File: src/rtl/mem_access_stage.sv
// mem_access_stage
//   MEM pipeline stage with registered MEM/WB outputs. Issues loads and stores
//   on a req/ack data bus. It handles byte-lane steering and sign/zero
//   extension of load data. Misaligned accesses are trapped without touching
//   the bus. A bus transaction that is never acknowledged is ended by a
//   timeout. A flush that arrives during a bus transaction lets the bus cycle
//   complete, but the result is dropped.
//
// Ports
//   clk, rst          clock (rising edge), asynchronous active-low reset
//   ex_valid_i        EX presents an instruction
//   wd_i, wreg_i      destination register / write enable
//   wdata_i           ALU result for non-memory ops
//   memop_i           0 NONE,1 LB,2 LBU,3 LH,4 LHU,5 LW,6 SB,7 SH,8 SW, others NONE
//   mem_addr_i        effective address
//   mem_wdata_i       store data
//   flush_i           discard the instruction in this stage
//   stall_req_o       hold EX and earlier stages
//   dbus_*_o          registered bus request, we, word address, byte enables, data
//   dbus_ack_i        bus completion, dbus_rdata_i valid in the same cycle
//   wb_valid_o        one-cycle pulse, WB fields valid
//   wd_o, wreg_o, wdata_o  result to WB
//   misalign_o        one-cycle pulse with wb_valid_o for a misaligned access
//   bus_err_o         one-cycle pulse with wb_valid_o on a bus timeout
module mem_access_stage #(
    parameter int unsigned ADDR_W      = 32,
    parameter int unsigned REG_ADDR_W  = 5,
    parameter bit          BIG_ENDIAN  = 1'b1,
    parameter int unsigned TIMEOUT_CYC = 255
) (
    input  logic                  clk,
    input  logic                  rst,
    input  logic                  ex_valid_i,
    input  logic [REG_ADDR_W-1:0] wd_i,
    input  logic                  wreg_i,
    input  logic [31:0]           wdata_i,
    input  logic [3:0]            memop_i,
    input  logic [ADDR_W-1:0]     mem_addr_i,
    input  logic [31:0]           mem_wdata_i,
    input  logic                  flush_i,
    output logic                  stall_req_o,
    output logic                  dbus_req_o,
    output logic                  dbus_we_o,
    output logic [ADDR_W-1:0]     dbus_addr_o,
    output logic [3:0]            dbus_sel_o,
    output logic [31:0]           dbus_wdata_o,
    input  logic                  dbus_ack_i,
    input  logic [31:0]           dbus_rdata_i,
    output logic                  wb_valid_o,
    output logic [REG_ADDR_W-1:0] wd_o,
    output logic                  wreg_o,
    output logic [31:0]           wdata_o,
    output logic                  misalign_o,
    output logic                  bus_err_o
);

    typedef enum logic {S_IDLE, S_BUS} state_e;

    typedef enum logic [3:0] {
        OP_NONE = 4'd0, OP_LB = 4'd1, OP_LBU = 4'd2, OP_LH = 4'd3, OP_LHU = 4'd4,
        OP_LW   = 4'd5, OP_SB = 4'd6, OP_SH  = 4'd7, OP_SW = 4'd8
    } memop_e;

    state_e                state_q, state_d;
    logic                  req_q, req_d;
    logic                  we_q, we_d;
    logic [ADDR_W-1:0]     addr_q, addr_d;
    logic [3:0]            sel_q, sel_d;
    logic [31:0]           bwdata_q, bwdata_d;
    memop_e                op_q, op_d;
    logic [1:0]            lo_q, lo_d;
    logic [REG_ADDR_W-1:0] pwd_q, pwd_d;
    logic                  pwreg_q, pwreg_d;
    logic                  flush_q, flush_d;
    logic [31:0]           cnt_q, cnt_d;
    logic                  wbv_q, wbv_d;
    logic [REG_ADDR_W-1:0] wd_q, wd_d;
    logic                  wreg_q, wreg_d;
    logic [31:0]           wdata_q, wdata_d;
    logic                  mis_q, mis_d;
    logic                  err_q, err_d;

    // Request decode
    memop_e     op_in;
    logic       acc_b, acc_h, acc_w, acc_st, acc_mem, acc_mis, accept_bus;
    logic [1:0] lane_in;
    logic [3:0] sel_in;
    logic [31:0] wdata_rep;

    assign op_in = memop_e'(memop_i);

    always_comb begin
        acc_b  = 1'b0;
        acc_h  = 1'b0;
        acc_w  = 1'b0;
        acc_st = 1'b0;
        case (op_in)
            OP_LB, OP_LBU: acc_b = 1'b1;
            OP_LH, OP_LHU: acc_h = 1'b1;
            OP_LW:         acc_w = 1'b1;
            OP_SB: begin acc_b = 1'b1; acc_st = 1'b1; end
            OP_SH: begin acc_h = 1'b1; acc_st = 1'b1; end
            OP_SW: begin acc_w = 1'b1; acc_st = 1'b1; end
            default: ;
        endcase
        acc_mem = acc_b | acc_h | acc_w;
        acc_mis = (acc_h && mem_addr_i[0]) || (acc_w && (mem_addr_i[1:0] != 2'b00));

        // Physical lane of the addressed byte; big-endian puts offset 0 in lane 3
        lane_in = BIG_ENDIAN ? ~mem_addr_i[1:0] : mem_addr_i[1:0];

        sel_in    = 4'b1111;
        wdata_rep = mem_wdata_i;
        if (acc_b) begin
            sel_in    = 4'b0001 << lane_in;
            wdata_rep = {4{mem_wdata_i[7:0]}};
        end else if (acc_h) begin
            sel_in    = lane_in[1] ? 4'b1100 : 4'b0011;
            wdata_rep = {2{mem_wdata_i[15:0]}};
        end
        accept_bus = acc_mem && !acc_mis;
    end

    // Load data extraction from the returned word
    logic [1:0]  byte_idx;
    logic        half_idx;
    logic [7:0]  ld_byte;
    logic [15:0] ld_half;
    logic [31:0] ld_val;

    always_comb begin
        byte_idx = BIG_ENDIAN ? ~lo_q : lo_q;
        half_idx = BIG_ENDIAN ? ~lo_q[1] : lo_q[1];
        ld_byte  = dbus_rdata_i[{byte_idx, 3'b000} +: 8];
        ld_half  = dbus_rdata_i[{half_idx, 4'b0000} +: 16];
        case (op_q)
            OP_LB:   ld_val = {{24{ld_byte[7]}}, ld_byte};
            OP_LBU:  ld_val = {24'd0, ld_byte};
            OP_LH:   ld_val = {{16{ld_half[15]}}, ld_half};
            OP_LHU:  ld_val = {16'd0, ld_half};
            default: ld_val = dbus_rdata_i;
        endcase
    end

    // Ack in the timeout cycle takes priority, so this is only used without ack
    logic to_hit;
    assign to_hit = (TIMEOUT_CYC != 0) && ((cnt_q + 32'd1) == 32'(TIMEOUT_CYC));

    always_comb begin
        state_d  = state_q;
        req_d    = req_q;
        we_d     = we_q;
        addr_d   = addr_q;
        sel_d    = sel_q;
        bwdata_d = bwdata_q;
        op_d     = op_q;
        lo_d     = lo_q;
        pwd_d    = pwd_q;
        pwreg_d  = pwreg_q;
        flush_d  = flush_q;
        cnt_d    = cnt_q;
        wbv_d    = 1'b0;
        wd_d     = wd_q;
        wreg_d   = wreg_q;
        wdata_d  = wdata_q;
        mis_d    = 1'b0;
        err_d    = 1'b0;

        case (state_q)
            S_IDLE: begin
                if (ex_valid_i && !flush_i) begin
                    if (!acc_mem) begin
                        wbv_d   = 1'b1;
                        wd_d    = wd_i;
                        wreg_d  = wreg_i;
                        wdata_d = wdata_i;
                    end else if (acc_mis) begin
                        wbv_d   = 1'b1;
                        wd_d    = wd_i;
                        wreg_d  = 1'b0;
                        wdata_d = '0;
                        mis_d   = 1'b1;
                    end else begin
                        state_d  = S_BUS;
                        req_d    = 1'b1;
                        we_d     = acc_st;
                        addr_d   = {mem_addr_i[ADDR_W-1:2], 2'b00};
                        sel_d    = sel_in;
                        bwdata_d = wdata_rep;
                        op_d     = op_in;
                        lo_d     = mem_addr_i[1:0];
                        pwd_d    = wd_i;
                        pwreg_d  = wreg_i && !acc_st;
                        flush_d  = 1'b0;
                        cnt_d    = '0;
                    end
                end
            end
            S_BUS: begin
                if (dbus_ack_i || to_hit) begin
                    state_d = S_IDLE;
                    req_d   = 1'b0;
                    flush_d = 1'b0;
                    cnt_d   = '0;
                    // A flush seen at any point in the transaction suppresses the result
                    if (!(flush_q || flush_i)) begin
                        wbv_d = 1'b1;
                        wd_d  = pwd_q;
                        if (dbus_ack_i) begin
                            wreg_d  = pwreg_q;
                            wdata_d = we_q ? '0 : ld_val;
                        end else begin
                            wreg_d  = 1'b0;
                            wdata_d = '0;
                            err_d   = 1'b1;
                        end
                    end
                end else begin
                    cnt_d   = cnt_q + 32'd1;
                    flush_d = flush_q || flush_i;
                end
            end
            default: state_d = S_IDLE;
        endcase
    end

    always_ff @(posedge clk or negedge rst) begin
        if (!rst) begin
            state_q  <= S_IDLE;
            req_q    <= 1'b0;
            we_q     <= 1'b0;
            addr_q   <= '0;
            sel_q    <= '0;
            bwdata_q <= '0;
            op_q     <= OP_NONE;
            lo_q     <= '0;
            pwd_q    <= '0;
            pwreg_q  <= 1'b0;
            flush_q  <= 1'b0;
            cnt_q    <= '0;
            wbv_q    <= 1'b0;
            wd_q     <= '0;
            wreg_q   <= 1'b0;
            wdata_q  <= '0;
            mis_q    <= 1'b0;
            err_q    <= 1'b0;
        end else begin
            state_q  <= state_d;
            req_q    <= req_d;
            we_q     <= we_d;
            addr_q   <= addr_d;
            sel_q    <= sel_d;
            bwdata_q <= bwdata_d;
            op_q     <= op_d;
            lo_q     <= lo_d;
            pwd_q    <= pwd_d;
            pwreg_q  <= pwreg_d;
            flush_q  <= flush_d;
            cnt_q    <= cnt_d;
            wbv_q    <= wbv_d;
            wd_q     <= wd_d;
            wreg_q   <= wreg_d;
            wdata_q  <= wdata_d;
            mis_q    <= mis_d;
            err_q    <= err_d;
        end
    end

    assign stall_req_o  = (state_q == S_BUS) ||
                          (ex_valid_i && !flush_i && accept_bus);
    assign dbus_req_o   = req_q;
    assign dbus_we_o    = we_q;
    assign dbus_addr_o  = addr_q;
    assign dbus_sel_o   = sel_q;
    assign dbus_wdata_o = bwdata_q;
    assign wb_valid_o   = wbv_q;
    assign wd_o         = wd_q;
    assign wreg_o       = wreg_q;
    assign wdata_o      = wdata_q;
    assign misalign_o   = mis_q;
    assign bus_err_o    = err_q;

endmodule

File: config.mk
export PLATFORM = sky130hd
export DESIGN_NAME = mem_access_stage
export DESIGN_NICKNAME = d
export VERILOG_FILES = /design/src/rtl/mem_access_stage.sv
export SDC_FILE = /design/constraint.sdc
export NUM_CORES = 1
export LEC_CHECK = 0
export CAP_MARGIN = 5
export CELL_PAD_IN_SITES_DETAIL_PLACEMENT = 0
export CELL_PAD_IN_SITES_GLOBAL_PLACEMENT = 1
export CORE_MARGIN = 2
export CORE_UTILIZATION = 32
export DETAILED_ROUTE_END_ITERATION = 12
export PLACE_DENSITY = 0.75
export SLEW_MARGIN = 10
export SYNTH_ARGS = -nofsm -noshare
export SYNTH_HDL_FRONTEND = slang
export SYNTH_SLANG_ARGS = --single-unit
File: constraint.sdc
create_clock -name clk -period 3.1 [get_ports clk]
set_clock_uncertainty 0.15 [all_clocks]
set_input_delay 0.775 -clock clk [delete_from_list [all_inputs] [get_ports clk]]
set_output_delay 0.775 -clock clk [all_outputs]
set_load 0.05 [all_outputs]
# Word-level counts from Yosys, hierarchy flattened
# Index checks and enable logic that the tools add are counted.
[totals]
elab_cells = 134
romBits = 0
latchBits = 0
regBits = 155
mem_bits_rw = 0
out_inout_bits = 112
memories = 0
inputBits = 143
[op_classes]
n_lt_le_gt_ge = 0
n_div = 0
mul = 0
bitwise = 7
mux = 64
shift = 3
n_eq_ne = 19
reduce_logical = 22
addsub = 1
[ops]
columns = ["cell", "count"]
rows = [
  ["32-bit two-way mux", 13],
  ["32-bit case mux with 2 select lines", 2],
  ["32-bit case mux with 4 select lines", 1],
  ["1-bit two-way mux", 34],
  ["32-bit by 1-bit adder with 32-bit output, second input constant", 1],
  ["32-bit by 8-bit equality test with 1-bit output, second input constant", 1],
  ["32-bit by 6-bit indexed part select with 16-bit output", 1],
  ["32-bit by 6-bit indexed part select with 8-bit output", 1],
  ["5-bit two-way mux", 5],
  ["4-bit by 3-bit equality test with 1-bit output, second input constant", 5],
  ["4-bit by 2-bit equality test with 1-bit output, second input constant", 4],
  ["4-bit two-way mux", 3],
  ["4-bit AND reduction", 3],
  ["1-bit case mux with 2 select lines", 5],
  ["5-bit case mux with 2 select lines", 1],
  ["3-bit OR reduction", 3],
  ["4-bit by 1-bit equality test with 1-bit output, second input constant", 2],
  ["2-bit inequality test, second input constant", 4],
  ["1-bit logical AND", 6],
  ["4-bit equality test, second input constant", 1],
  ["1-bit logical OR", 4],
  ["2-bit inverter", 2],
  ["1-bit by 2-bit << shifter with 4-bit output, first input constant", 1],
  ["1-bit logical NOT", 3],
  ["other kinds (7)", 10],
]

# Longest topological paths before layout
[logic_depth]
depth_word = 9
ltp_mapped = 13

# Least setup slack after synthesis
# OpenSTA, ideal clock, no wires.
[synth_path]
kind = "input -> output"
startpoint = "input port memop_i[3]"
endpoint = "output port stall_req_o"
stages = 8
n_path_buf = 2
required_time_ps = 2175
arrival_ps = 2576
setup_slack_ps = -401
cell_sequence = "clkbuf_1 > nor4b_1 > a21oi_1 > o21a_1 > and2_1 > a21oi_1 > clkbuf_1 > inv_1"
[synth_via]
elab_chain_cells = 9
[synth_lines]
columns = ["item", "line", "source"]
rows = [
  ["from (decl)", "37", "input logic [3:0] memop_i,"],
  ["4-bit by 3-bit equality test with 1-bit output, or another cell as far along", "97", "case (op_in)"],
  ["3-bit OR reduction (no line) / 2-bit OR reduction (equally long branches)", "-", ""],
  ["1-bit two-way mux", "97", ""],
  ["1-bit logical AND", "107", "acc_mis = (acc_h && mem_addr_i[0]) || (acc_w && (mem_addr_i[1:0] != 2'b00));"],
  ["1-bit logical OR", "107", ""],
  ["1-bit logical NOT", "121", "accept_bus = acc_mem && !acc_mis;"],
  ["1-bit logical AND (*)", "121", ""],
  ["1-bit logical AND (*)", "270", "(ex_valid_i && !flush_i && accept_bus);"],
  ["1-bit logical OR (*)", "269", "assign stall_req_o = (state_q == S_BUS) ||"],
  ["to (decl)", "41", "output logic stall_req_o,"],
]
# Every way passes the cells marked *; elsewhere a longest branch is shown, timed or not.

# Worst setup path in the final report
[layout_path]
startpoint = "register cnt_q[8]"
endpoint = "register wdata_q[15], in the netlist wdata_o[15]"
[layout_via]
elab_chain_cells = 5
[layout_lines]
columns = ["item", "line", "source"]
rows = [
  ["from (decl)", "75", "logic [31:0] cnt_q, cnt_d;"],
  ["from (signal assigned)", "259", "cnt_q <= cnt_d;"],
  ["32-bit by 1-bit adder with 32-bit output", "147", "assign to_hit = (TIMEOUT_CYC != 0) && ((cnt_q + 32'd1) == 32'(TIMEOUT_CYC));"],
  ["32-bit by 8-bit equality test with 1-bit output", "147", ""],
  ["1-bit logical OR", "200", "if (dbus_ack_i || to_hit) begin"],
  ["2-bit by 1-bit inequality test with 1-bit output (no line)", "-", ""],
  ["4-bit AND reduction (no line)", "-", ""],
  ["to (signal assigned)", "263", "wdata_q <= wdata_d;"],
  ["to (decl)", "79", "logic [31:0] wdata_q, wdata_d;"],
]
# Every way passes these cells.
# A chain may end at the register's enable or synchronous reset.

==> flow_metrics.env <==
export IMPL_grt_util_all_layers=0.2086
export IMPL_first_global_vias=8341
export IMPL_hold_viol=0
export IMPL_synthArstFlopShare=1.000
export IMPL_core_sq_um=26060
export IMPL_path_delay_family="simple AND/OR/NAND/NOR gates"
export IMPL_finalWeightedCongestion=0.8424
export IMPL_hold_class="in -> async"
export IMPL_synth_area_sq_um=8503
export IMPL_maxSlewHeadroom=0.3489
export IMPL_rrSetupSlack_ns=-0.26
export IMPL_multi_input_area_sq_um=4639
export IMPL_worst_slack_ns=-0.2557
export IMPL_crit_top_cell="buf_12"
export IMPL_wl_per_cell_microns=17.81
export IMPL_grt_setup_unrepaired="true"
export IMPL_dr_total_vias=8522
export IMPL_cpPeakStageDelay_ns=0.59
export IMPL_htree_levels=4
export IMPL_num_rows=59
export IMPL_clkTransAtPathRegs_ns=0.08
export IMPL_ir_drop_mv=0.3317
export IMPL_path_max_fanout=5
export IMPL_fill_cells=2442
export IMPL_cap_violations=0
export IMPL_synth_seq_cells=155
export IMPL_antenna_cells=0
export IMPL_netlist_instances=983
export IMPL_crit_buf_inv=3
export IMPL_timing_fmax_mhz=298.0
export IMPL_port_buffers=252
export IMPL_numCtsBuffers=17
export IMPL_post_route_drc_count=0
export IMPL_worstSetupStartpointType="register"
export IMPL_die_x_microns=167.0
export IMPL_clock_latency_ns=0.44
export IMPL_p_per_area_nw_per_um2=655.4
export IMPL_final_cell_mix="252 x nand2_1, 244 x clkdlybuf4s50_1, 152 x dfrtp_1"
export IMPL_r2r_end="wdata_o[15]"
export IMPL_hpwlAfterDp_mm=21.03
export IMPL_crit_type="reg -> reg"
export IMPL_period_share=1.082
export IMPL_cts_path_max_buffers=2
export IMPL_nNetsFinal=1474
export IMPL_wirelength_mm=29.86
export IMPL_grt_max_degree=61
export IMPL_design_die_area_sq_um=27890
export IMPL_drv_slew=0
export IMPL_ys_warn_count=0
export IMPL_cpMaxStageDelayCell="or4_4"
export IMPL_grt_overflow=0
export IMPL_worst_pin_slew_ns=0.9755
export IMPL_p_leak_nw=6.034
export IMPL_reg2reg_from="cnt_q[8]"
export IMPL_synth_edf_count=0
export IMPL_dr_pass1_iters=5
export IMPL_synth_avg_cell_area_sq_um=8.650
export IMPL_seq_power_share=0.311
export IMPL_path_cells="nand3_4 -> or4_4 -> o31ai_4 -> or3b_4 -> nor4_4 -> nand4_1 -> a21oi_4 -> buf_12 -> buf_12 -> buf_16 -> mux2_4"
export IMPL_cts_root_buf="clkbuf_16"
export IMPL_violations="setup timing"
export IMPL_grt_pass1_wl_mm=46.33
export IMPL_post_route_cells_drive_above_1_share=0.2072
export IMPL_synth_ff_type="dfrtp_1"
export IMPL_power_switching_mw=3.750
export IMPL_intPower_mw=5.124
export IMPL_drt_vias_per_instance=5.082
export IMPL_place_ws_ns=-0.4121
export IMPL_synth_distinct_cells=65
export IMPL_status="finished with violations"
export IMPL_timing_reg2reg_worst_path_depth=11
export IMPL_cp_arrival_ns=3.53
export IMPL_clock_sinks=155
export IMPL_setup_viol=39
export IMPL_antenna_left=0
export IMPL_drt_initial_drc_count=485
export IMPL_yosysSeqAreaShare=0.4562
export IMPL_period_needed_ns=3.356
export IMPL_ios=255
export IMPL_start_util=0.3263
export IMPL_final_common_cell="nand2_1"
export IMPL_cts_tree="yes"
export IMPL_power_frac_clock=0.249
export IMPL_combPwrFrac=0.441
export IMPL_endpoint_kind="register"
export IMPL_fp_dieH_microns=167.0
export IMPL_crit_required_ns=3.27
export IMPL_postCtsHoldBufs=0
export IMPL_final_seq_area_sq_um=3882
export IMPL_total_power_mw=8.874
export IMPL_syn_to_final_growth_pct=59.23
export IMPL_antenna_found_initial=1
export IMPL_swShare=0.4226
[area by class of cell]
type                       count  area share
clock buffer                  17     0.03142
timing repair buffer         403      0.2909
tap                          335     0.03096
multi-input combinational    741      0.3427
inverter                      11    0.003050
sequential                   155      0.2868
clock inverter                15     0.01423
[cell families (layout without fill, tap and decap cells)]
family          after synthesis  in the layout  share of synthesized area
fa+ha+maj                     2              2                   0.002942
compound gates              177            177                     0.1295
mux                          84             84                     0.1070
xor+xnor                      6              6                   0.006180
simple gates                470            470                     0.2540
flops                       155            155                     0.4562
other cells                   1              2                  0.0004410
buf+inv                      88            446                    0.04385
[flip-flops by register name, summed over array words and instances, names as in the netlist, 4 cells and up]
register	cells
cnt_q	32
dbus_addr_o	30
op_q	4
wd_o	5
dbus_wdata_o	32
wdata_o	32
dbus_sel_o	4
pwd_q	5
[metal layers]
metal | wire [microns] | GRT usage | part of all wire | vias up
met3 | 2035 | 0.05585 | 0.068 | 37
met5 | 13 | 0 | 0.00044 | -
met1 | 13380 | 0.2834 | 0.45 | 4068
met2 | 13940 | 0.3287 | 0.47 | 289
li1 | - | - | - | 4126
met4 | 489 | 0.05660 | 0.016 | 2
[repair_timing]
item,CTS,global route
endpoints found under the setup margin,45,56
gates cloned,3,2
gates resized for setup,45,44
pin swaps,7,14
setup buffers,10,10
[worst max path at each step]
stage,start,end,slack [ns],cells past startpoint
CTS,cnt_q[8],wdata_o[0],-0.28,10
detailed placement,mem_addr_i[1],wdata_o[22],-0.41,10
global placement,mem_addr_i[1],wdata_o[24],-0.40,10
global route,cnt_q[8],wdata_o[13],-0.37,11
floorplan,cnt_q[0],wdata_o[10],-0.1,10
finish,cnt_q[8],wdata_o[15],-0.26,11
[power by group through the flow]
stage               Sequential [mW]  Clock [mW]  Combinational [mW]
floorplan                      4.14           0               0.916
global placement               2.76           0                3.73
detailed placement             2.78           0                3.75
CTS                            2.75        2.27                3.85
global route                   2.82        2.35                4.13
finish                         2.76        2.21                3.91
[through the flow]
| stage | hold slack [ns] | instances | area, sq um | setup TNS [ns] | utilization |
|---|---|---|---|---|---|
| after global placement | 0.3008 | 1621 | 12310 | -16.64 | 0.4725 |
| after CTS | 0.1831 | 1666 | 13270 | -9.398 | 0.5094 |
| after detailed placement | 0.3074 | 1621 | 12310 | -15.88 | 0.4725 |
| final | 0.1614 | 1677 | 13540 | -7.965 | 0.5196 |
| after floorplan | 0.2897 | 984 | 8626 | -1.266 | - |
| after global routing | 0.1961 | 1677 | 13540 | -13.30 | 0.5196 |
[Yosys cell counts (6+ instances only)]
library cell,number,share of area
a21oi_1,40,0.024
inv_1,11,0.0049
mux2_2,36,0.048
nand3_1,45,0.026
a31oi_1,15,0.011
buf_2,6,0.0035
and3_1,10,0.0074
clkbuf_1,60,0.026
and4_1,6,0.0062
nor3_1,12,0.0071
nor4_1,6,0.0044
dfrtp_1,155,0.46
mux2i_1,38,0.045
nand2b_1,11,0.0081
nand4_1,14,0.010
o31ai_1,6,0.0053
o21ai_0,69,0.041
nand2_1,253,0.11
a221o_1,12,0.014
or3_1,22,0.016
nor2_1,58,0.026
mux2_1,9,0.012
a211oi_1,6,0.0053
Note: power is estimated with default switching activity, not from simulation.
